**src/rtl/fetch_pkg.sv**
```systemverilog
// Shared types and defaults for the instruction fetch front end.
// Holds the FSM encoding, the buffered {pc, instr} entry and reset-time defaults.
package fetch_pkg;

  localparam int          INSTR_W             = 32;
  localparam int          DEF_MAX_OUTSTANDING = 2;
  localparam logic [31:0] DEF_RESET_PC        = 32'h0000_0000;

  typedef enum logic [1:0] {
    ST_BOOT  = 2'd0,
    ST_RUN   = 2'd1,
    ST_FAULT = 2'd2
  } fetch_state_t;

  typedef struct packed {
    logic [31:0]        pc;
    logic [INSTR_W-1:0] instr;
  } fetch_entry_t;

endpackage

```
**src/rtl/pc_fetch_unit_if.sv**
```systemverilog
// Fetch unit bus: imem request/response, decode handoff and redirect input.
// master = the fetch unit, slave = memory/decode/branch environment.
interface pc_fetch_unit_if;
  import fetch_pkg::*;

  logic               imem_req_valid;
  logic               imem_req_ready;
  logic [31:0]        imem_req_addr;
  logic               imem_rsp_valid;
  logic [INSTR_W-1:0] imem_rsp_data;
  logic               dec_valid;
  logic               dec_ready;
  logic [INSTR_W-1:0] dec_instr;
  logic [31:0]        dec_pc;
  logic               redirect_valid;
  logic [31:0]        redirect_pc;
  logic               fetch_fault;

  modport master (
    output imem_req_valid, imem_req_addr, dec_valid, dec_instr, dec_pc, fetch_fault,
    input  imem_req_ready, imem_rsp_valid, imem_rsp_data, dec_ready, redirect_valid, redirect_pc
  );

  modport slave (
    input  imem_req_valid, imem_req_addr, dec_valid, dec_instr, dec_pc, fetch_fault,
    output imem_req_ready, imem_rsp_valid, imem_rsp_data, dec_ready, redirect_valid, redirect_pc
  );

endinterface

```
**src/rtl/fetch_buffer.sv**
```systemverilog
// Two-entry {pc, instr} FIFO; push visible at the head one cycle later.
// No internal backpressure: the caller's credit scheme keeps pushes off a full buffer.
module fetch_buffer
  import fetch_pkg::*;
(
  input  logic         clock,
  input  logic         reset_n,
  input  logic         push,
  input  fetch_entry_t push_dat,
  input  logic         pop,
  input  logic         flush,
  output fetch_entry_t head_dat,
  output logic [1:0]   count,
  output logic         valid
);

  fetch_entry_t r_mem [2];
  logic         r_wptr, r_rptr;
  logic [1:0]   r_count;
  logic         w_push, w_pop;

  assign w_pop  = pop && (r_count != 2'd0);
  assign w_push = push && ((r_count != 2'd2) || w_pop);

  always_ff @(posedge clock) begin
    if (!reset_n || flush) begin
      r_wptr  <= 1'b0;
      r_rptr  <= 1'b0;
      r_count <= 2'd0;
    end else begin
      if (w_push) begin
        r_mem[r_wptr] <= push_dat;
        r_wptr        <= ~r_wptr;
      end
      if (w_pop) r_rptr <= ~r_rptr;
      r_count <= r_count + {1'b0, w_push} - {1'b0, w_pop};
    end
  end

  assign head_dat = r_mem[r_rptr];
  assign count    = r_count;
  assign valid    = (r_count != 2'd0);

endmodule

```
**src/rtl/pc_fetch_unit.sv**
```systemverilog
// Sequential instruction fetcher with redirect, stale-response discard and misaligned-target fault.
// Rsp-to-decode latency 1 cycle; requests stall while in-flight + buffered reaches MAX_OUTSTANDING.
module pc_fetch_unit
  import fetch_pkg::*;
#(
  parameter logic [31:0] RESET_PC        = DEF_RESET_PC,
  parameter int          MAX_OUTSTANDING = DEF_MAX_OUTSTANDING
) (
  input logic             clock,
  input logic             reset_n,
  pc_fetch_unit_if.master bus
);

  localparam logic [2:0] LP_MAX_OCC = 3'(MAX_OUTSTANDING);

  fetch_state_t r_state, w_state_nxt;
  logic [31:0]  r_fetch_pc, r_rsp_pc;
  logic [1:0]   r_outstanding, r_discard;
  logic [1:0]   w_outstanding_nxt, w_discard_nxt;
  logic [1:0]   w_buf_count;
  logic         w_buf_valid;
  fetch_entry_t w_head, w_push_dat;
  logic [2:0]   w_occ;
  logic         w_req_valid, w_redir_ok, w_redir_bad, w_req_fire;
  logic         w_rsp_drop, w_push, w_pop, w_flush;

  assign w_occ = {1'b0, r_outstanding} + {1'b0, w_buf_count};

  always_ff @(posedge clock) begin
    if (!reset_n) r_state <= ST_BOOT;
    else          r_state <= w_state_nxt;
  end

  always_comb begin
    w_state_nxt = r_state;
    w_req_valid = 1'b0;
    w_redir_ok  = 1'b0;
    w_redir_bad = 1'b0;
    case (r_state)
      ST_BOOT: w_state_nxt = ST_RUN;
      ST_RUN: begin
        w_req_valid = (w_occ < LP_MAX_OCC) && !bus.redirect_valid;
        if (bus.redirect_valid) begin
          if (bus.redirect_pc[1:0] != 2'b00) begin
            w_redir_bad = 1'b1;
            w_state_nxt = ST_FAULT;
          end else begin
            w_redir_ok = 1'b1;
          end
        end
      end
      ST_FAULT: w_state_nxt = ST_FAULT;
      default:  w_state_nxt = ST_BOOT;
    endcase
  end

  assign w_req_fire = w_req_valid && bus.imem_req_ready;
  assign w_flush    = w_redir_ok || w_redir_bad;
  assign w_rsp_drop = w_flush || (r_discard != 2'd0) || (r_state != ST_RUN);
  assign w_push     = bus.imem_rsp_valid && !w_rsp_drop;
  assign w_pop      = w_buf_valid && bus.dec_ready;

  assign w_outstanding_nxt = r_outstanding + {1'b0, w_req_fire} - {1'b0, bus.imem_rsp_valid};

  // Every request still in flight after a redirect belongs to the old path.
  always_comb begin
    w_discard_nxt = r_discard;
    if (w_redir_ok)                                    w_discard_nxt = w_outstanding_nxt;
    else if (bus.imem_rsp_valid && r_discard != 2'd0)  w_discard_nxt = r_discard - 2'd1;
  end

  // Kept responses come back in request order, so their pc is a running +4 from the last target.
  always_ff @(posedge clock) begin
    if (!reset_n) begin
      r_fetch_pc    <= RESET_PC;
      r_rsp_pc      <= RESET_PC;
      r_outstanding <= 2'd0;
      r_discard     <= 2'd0;
    end else begin
      r_outstanding <= w_outstanding_nxt;
      r_discard     <= w_discard_nxt;
      if (w_redir_ok) begin
        r_fetch_pc <= bus.redirect_pc;
        r_rsp_pc   <= bus.redirect_pc;
      end else begin
        if (w_req_fire) r_fetch_pc <= r_fetch_pc + 32'd4;
        if (w_push)     r_rsp_pc   <= r_rsp_pc + 32'd4;
      end
    end
  end

  assign w_push_dat = '{pc: r_rsp_pc, instr: bus.imem_rsp_data};

  fetch_buffer u_buf (
    .clock    (clock),
    .reset_n  (reset_n),
    .push     (w_push),
    .push_dat (w_push_dat),
    .pop      (w_pop),
    .flush    (w_flush),
    .head_dat (w_head),
    .count    (w_buf_count),
    .valid    (w_buf_valid)
  );

  assign bus.imem_req_valid = w_req_valid;
  assign bus.imem_req_addr  = r_fetch_pc;
  assign bus.dec_valid      = w_buf_valid;
  assign bus.dec_instr      = w_head.instr;
  assign bus.dec_pc         = w_head.pc;
  assign bus.fetch_fault    = (r_state == ST_FAULT);

endmodule
```
**src/flat_wrapper.sv**
```systemverilog
// flat-port wrapper written by rule: the top's interface ports become plain ports
module pc_fetch_unit_flat import fetch_pkg::*;
#(
  parameter logic [31:0] RESET_PC        = DEF_RESET_PC,
  parameter int          MAX_OUTSTANDING = DEF_MAX_OUTSTANDING
)
  (clock, reset_n, bus_imem_req_valid, bus_imem_req_addr, bus_dec_valid, bus_dec_instr, bus_dec_pc, bus_fetch_fault, bus_imem_req_ready, bus_imem_rsp_valid, bus_imem_rsp_data, bus_dec_ready, bus_redirect_valid, bus_redirect_pc);
  pc_fetch_unit_if bus_i ();
  input logic clock;
  input logic reset_n;
  output wire logic [$bits(bus_i.imem_req_valid)-1:0] bus_imem_req_valid;
  output wire logic [$bits(bus_i.imem_req_addr)-1:0] bus_imem_req_addr;
  output wire logic [$bits(bus_i.dec_valid)-1:0] bus_dec_valid;
  output wire logic [$bits(bus_i.dec_instr)-1:0] bus_dec_instr;
  output wire logic [$bits(bus_i.dec_pc)-1:0] bus_dec_pc;
  output wire logic [$bits(bus_i.fetch_fault)-1:0] bus_fetch_fault;
  input wire logic [$bits(bus_i.imem_req_ready)-1:0] bus_imem_req_ready;
  input wire logic [$bits(bus_i.imem_rsp_valid)-1:0] bus_imem_rsp_valid;
  input wire logic [$bits(bus_i.imem_rsp_data)-1:0] bus_imem_rsp_data;
  input wire logic [$bits(bus_i.dec_ready)-1:0] bus_dec_ready;
  input wire logic [$bits(bus_i.redirect_valid)-1:0] bus_redirect_valid;
  input wire logic [$bits(bus_i.redirect_pc)-1:0] bus_redirect_pc;
  assign bus_imem_req_valid = bus_i.imem_req_valid;
  assign bus_imem_req_addr = bus_i.imem_req_addr;
  assign bus_dec_valid = bus_i.dec_valid;
  assign bus_dec_instr = bus_i.dec_instr;
  assign bus_dec_pc = bus_i.dec_pc;
  assign bus_fetch_fault = bus_i.fetch_fault;
  assign bus_i.imem_req_ready = bus_imem_req_ready;
  assign bus_i.imem_rsp_valid = bus_imem_rsp_valid;
  assign bus_i.imem_rsp_data = bus_imem_rsp_data;
  assign bus_i.dec_ready = bus_dec_ready;
  assign bus_i.redirect_valid = bus_redirect_valid;
  assign bus_i.redirect_pc = bus_redirect_pc;
  pc_fetch_unit #(.RESET_PC(RESET_PC), .MAX_OUTSTANDING(MAX_OUTSTANDING)) u_core (.clock(clock), .reset_n(reset_n), .bus(bus_i));
endmodule
```
**config.mk**
```make
export PLATFORM = sky130hd
export DESIGN_NAME = pc_fetch_unit_flat
export DESIGN_NICKNAME = d
export VERILOG_FILES = /design/src/rtl/fetch_pkg.sv /design/src/rtl/pc_fetch_unit_if.sv /design/src/rtl/fetch_buffer.sv /design/src/rtl/pc_fetch_unit.sv /design/src/flat_wrapper.sv
export SDC_FILE = /design/constraint.sdc
export NUM_CORES = 1
export LEC_CHECK = 0
export CAP_MARGIN = 5
export CORE_MARGIN = 3
export CORE_UTILIZATION = 28
export CTS_BUF_LIST = sky130_fd_sc_hd__clkbuf_16
export DETAILED_ROUTE_END_ITERATION = 8
export SLEW_MARGIN = 10
export SYNTH_ARGS = -nofsm -noshare
export SYNTH_HDL_FRONTEND = slang
export SYNTH_SLANG_ARGS = --single-unit
```
**constraint.sdc**
```tcl
create_clock -name clock -period 8.2 [get_ports clock]
set_input_delay 0.82 -clock clock [delete_from_list [all_inputs] [get_ports clock]]
set_output_delay 0.82 -clock clock [all_outputs]
set_load 0.1 [all_outputs]
```
==> qor.yml <==
clock_tree:
  hold_buffers: 0
  clk_pin_slew_ns: 0.05
  clock_latency_ns: 0.50
  cts.sinks: 203
  cts_resized: 0
  cts_setup_buffers: 0
  cts_root_buf: "clkbuf_16"
  cts_max_path_buffers: 3
  cts_buffers: 24
  htreeDepth: 1
  cts_tree: "built"
setup_path:
  endpoint: "bus_imem_req_valid"
  cp.arrival_ns: 3.28
  reg2regPathDepth: 6
  rr_endpoint: "u_core.u_buf.r_mem[1][51]"
  cp-end-kind: "output pin"
  cp-start-kind: "flip-flop"
  cp.required_ns: 7.38
  crit_fanout: 4
  r2r_start: "u_core.r_state[1]"
  rrSetupSlack_ns: 5.45
  critPathKind: "flip-flop to output pin"
  cp-startpoint: "u_core.u_buf.count[0]"
yosys:
  yosys.area_share.simple_pct: 11.3
  syn_nets: 729
  synth.distinct_cells: 51
  synth_compound_area_share_pct: 7.18
  yosysTopAreaCell: "edfxtp_1"
  synthTopCellsByArea: "edfxtp_1 46%, dfxtp_1 18%, mux2_2 8.6%, xor2_1 2.9%, a21oi_1 2.7%"
  synth_top_family_by_area: "simple AND/OR/NAND/NOR gates"
  yosys_most_used_dff: "edfxtp_1"
  ys_ff_latch: 203
  synthTopCellsByCount: "128 x edfxtp_1, 75 x dfxtp_1, 64 x mux2_2"
  synth.most_common_cell: "edfxtp_1"
  synthCells: 648
  synth.avg_cell_area_sq_um: 13.0
  synthXorXnorAreaFrac_pct: 5.41
  muxShareOfSynthArea_pct: 8.68
  ys_warn_count: 0
  ys_seq_area_share_pct: 63.5
  async_flop_share_pct: 0
  syn_area_sq_um: 8420
  synth_fa_ha_area_share_pct: 1.72
  synth_edf_count: 128
  synth_top_area_share_pct: 45.7
placement:
  gp_congestion: 0.768
  post-dp-hpwl_mm: 13.5
  io_buffers: 168
die:
  core-area_sq_um: 29200
  die_area_sq_um: 32200
  die_width_microns: 179
  io_pins: 169
  die_y_microns: 179
  row_count: 62
  initial_core_util_pct: 28.9
global_routing:
  grt_remaining_overflow: 0
  antenna_found_initial: 0
  grt_usage_pct: 12.2
  grt_pass1_vias: 5548
  grt_pass1_wl_mm: 31.2
  grt_start_max_net_pins: 85
sta:
  tightestPinTransition_ns: 1.06
  setup_viol: 0
  skew_ns: 0.00905
  fin_setup_tns_ns: 0
  rsz0062_at_grt: "no"
  relSlewSlack_pct: 29.2
  period_needed_ns: 4.10
  finalMaxSlewViolations: 0
  final_hold_viol_count: 0
  max_freq_mhz: 244
  fin_crit_sh_pct: 50.0
power_and_ir_drop:
  powerDensity_nw_per_um2: 304
  p_leak_nw: 3.73
  peakVddDrop_v: 0.000121
detailed_routing:
  first_pass_iters: 4
  drt_iter0_markers: 345
  drc: 0
  vias_per_cell: 4.62
  wl_per_cell_microns: 16.6
  drtAntennaViolNets: 0
  wirelength_mm: 20.3
  vias: 5637
flow_run:
  drv_cap: 0
layout:
  num_antenna_cells: 0
  nFillCells: 2783
  drive_gt1_share_pct: 14.4
  areaGrowthSynthToFinish_pct: 33.8
  final_core_util_pct: 38.6
  nNetsFinal: 898
hold_path:
  hold_path.class: "flip-flop to flip-flop"
status:
  outcome: "finished clean"
==> layout by cell type, fill, tap and decap left out, drive strengths merged, types with 2 or more instances in the layout <==
master	count
nor3	14
buf	6
a211oi	4
and3	14
nor4	3
o211ai	2
a21boi	3
clkinv	11
mux2	64
and3b	2
nand4	25
clkdlybuf4s50	168
nand3	26
or4	2
nor2	19
o21ai	34
ha	10
nand2	27
or3	5
a21oi	46
inv	16
and4	10
dfxtp	75
a311oi	6
o31ai	2
xor2	28
clkbuf	27
clkinvlp	3
a31oi	5
xnor2	24
edfxtp	128
and2	13
==> logic make-up after synthesis <==
kind of cell | Yosys count
buf+inv | 44
simple gates | 167
mux | 65
fa+ha+maj | 11
compound gates | 106
flops | 203
xor+xnor | 52
==> worst min-delay path by stage <==
stage                            start                        end  slack [ns]  cells after the start
finish              u_core.r_rsp_pc[0]  u_core.u_buf.r_mem[1][32]        0.45                      0
global route        u_core.r_rsp_pc[0]  u_core.u_buf.r_mem[1][32]        0.46                      0
CTS                 u_core.r_rsp_pc[0]  u_core.u_buf.r_mem[1][32]        0.45                      0
detailed placement  u_core.r_rsp_pc[0]  u_core.u_buf.r_mem[1][32]        0.43                      0
global placement    u_core.r_rsp_pc[0]  u_core.u_buf.r_mem[0][32]        0.44                      0
floorplan           u_core.r_rsp_pc[0]  u_core.u_buf.r_mem[0][32]        0.42                      0
==> final cells by class <==
cell class	count	area, sq um	share of cell area [%]
Tap cell	384	480	4.26
Multi-Input combinational cell	401	2900	25.7
Timing Repair Buffer	174	1730	15.3
Clock inverter	17	91.3	0.811
Inverter	13	48.8	0.433
Sequential cell	203	5350	47.5
Clock buffer	27	676	6.00
==> report_power, final <==
part           switching [mW]  internal (mW)
combinational           0.879          0.332
clock                   0.414          0.591
sequential             0.0546           1.15
total                    1.35           2.07
==> routing by layer <==
metal	up-vias	share of wire [%]	track usage [%]
met3	30	6.9	2.63
met5	-	0	0
met2	172	43	18.3
li1	2769	-	-
met4	0	1.9	3.35
met1	2666	48	17.8
==> worst max-delay path, cell delays in order, from the launching register on <==
cell,delay (ns)
dfxtp_1,0.33
and2_1,0.17
fa_1,0.43
or4b_4,0.61
inv_2,0.10
clkdlybuf4s50_1,1.14
==> state kept, by name, indices dropped and copies added, names as in the netlist, named ones only <==
register and flops:
u_core.u_buf.r_rptr 1, u_core.r_state 2, u_core.u_buf.r_mem 128, u_core.r_rsp_pc 32, u_core.r_outstanding 2, u_core.r_discard 2, u_core.u_buf.count 2, u_core.u_buf.r_wptr 1
u_core.bus.imem_req_addr 32
==> per-stage QoR <==
stage / total power, mW / setup slack [ns] / hold WS [ns] / cells / area, sq um
2_1_floorplan: 2.16 / 1.82 / 0.417 / 648 / 8420
3_3_place_gp: 2.44 / 4.26 / 0.438 / 1175 / 10500
3_5_place_dp: 2.45 / 4.28 / 0.435 / 1175 / 10500
4_1_cts: 3.47 / 4.06 / 0.451 / 1219 / 11300
5_1_grt: 3.56 / 4.00 / 0.464 / 1219 / 11300
6_report: 3.42 / 4.10 / 0.447 / 1219 / 11300
Power figures use the tool's default switching activity.
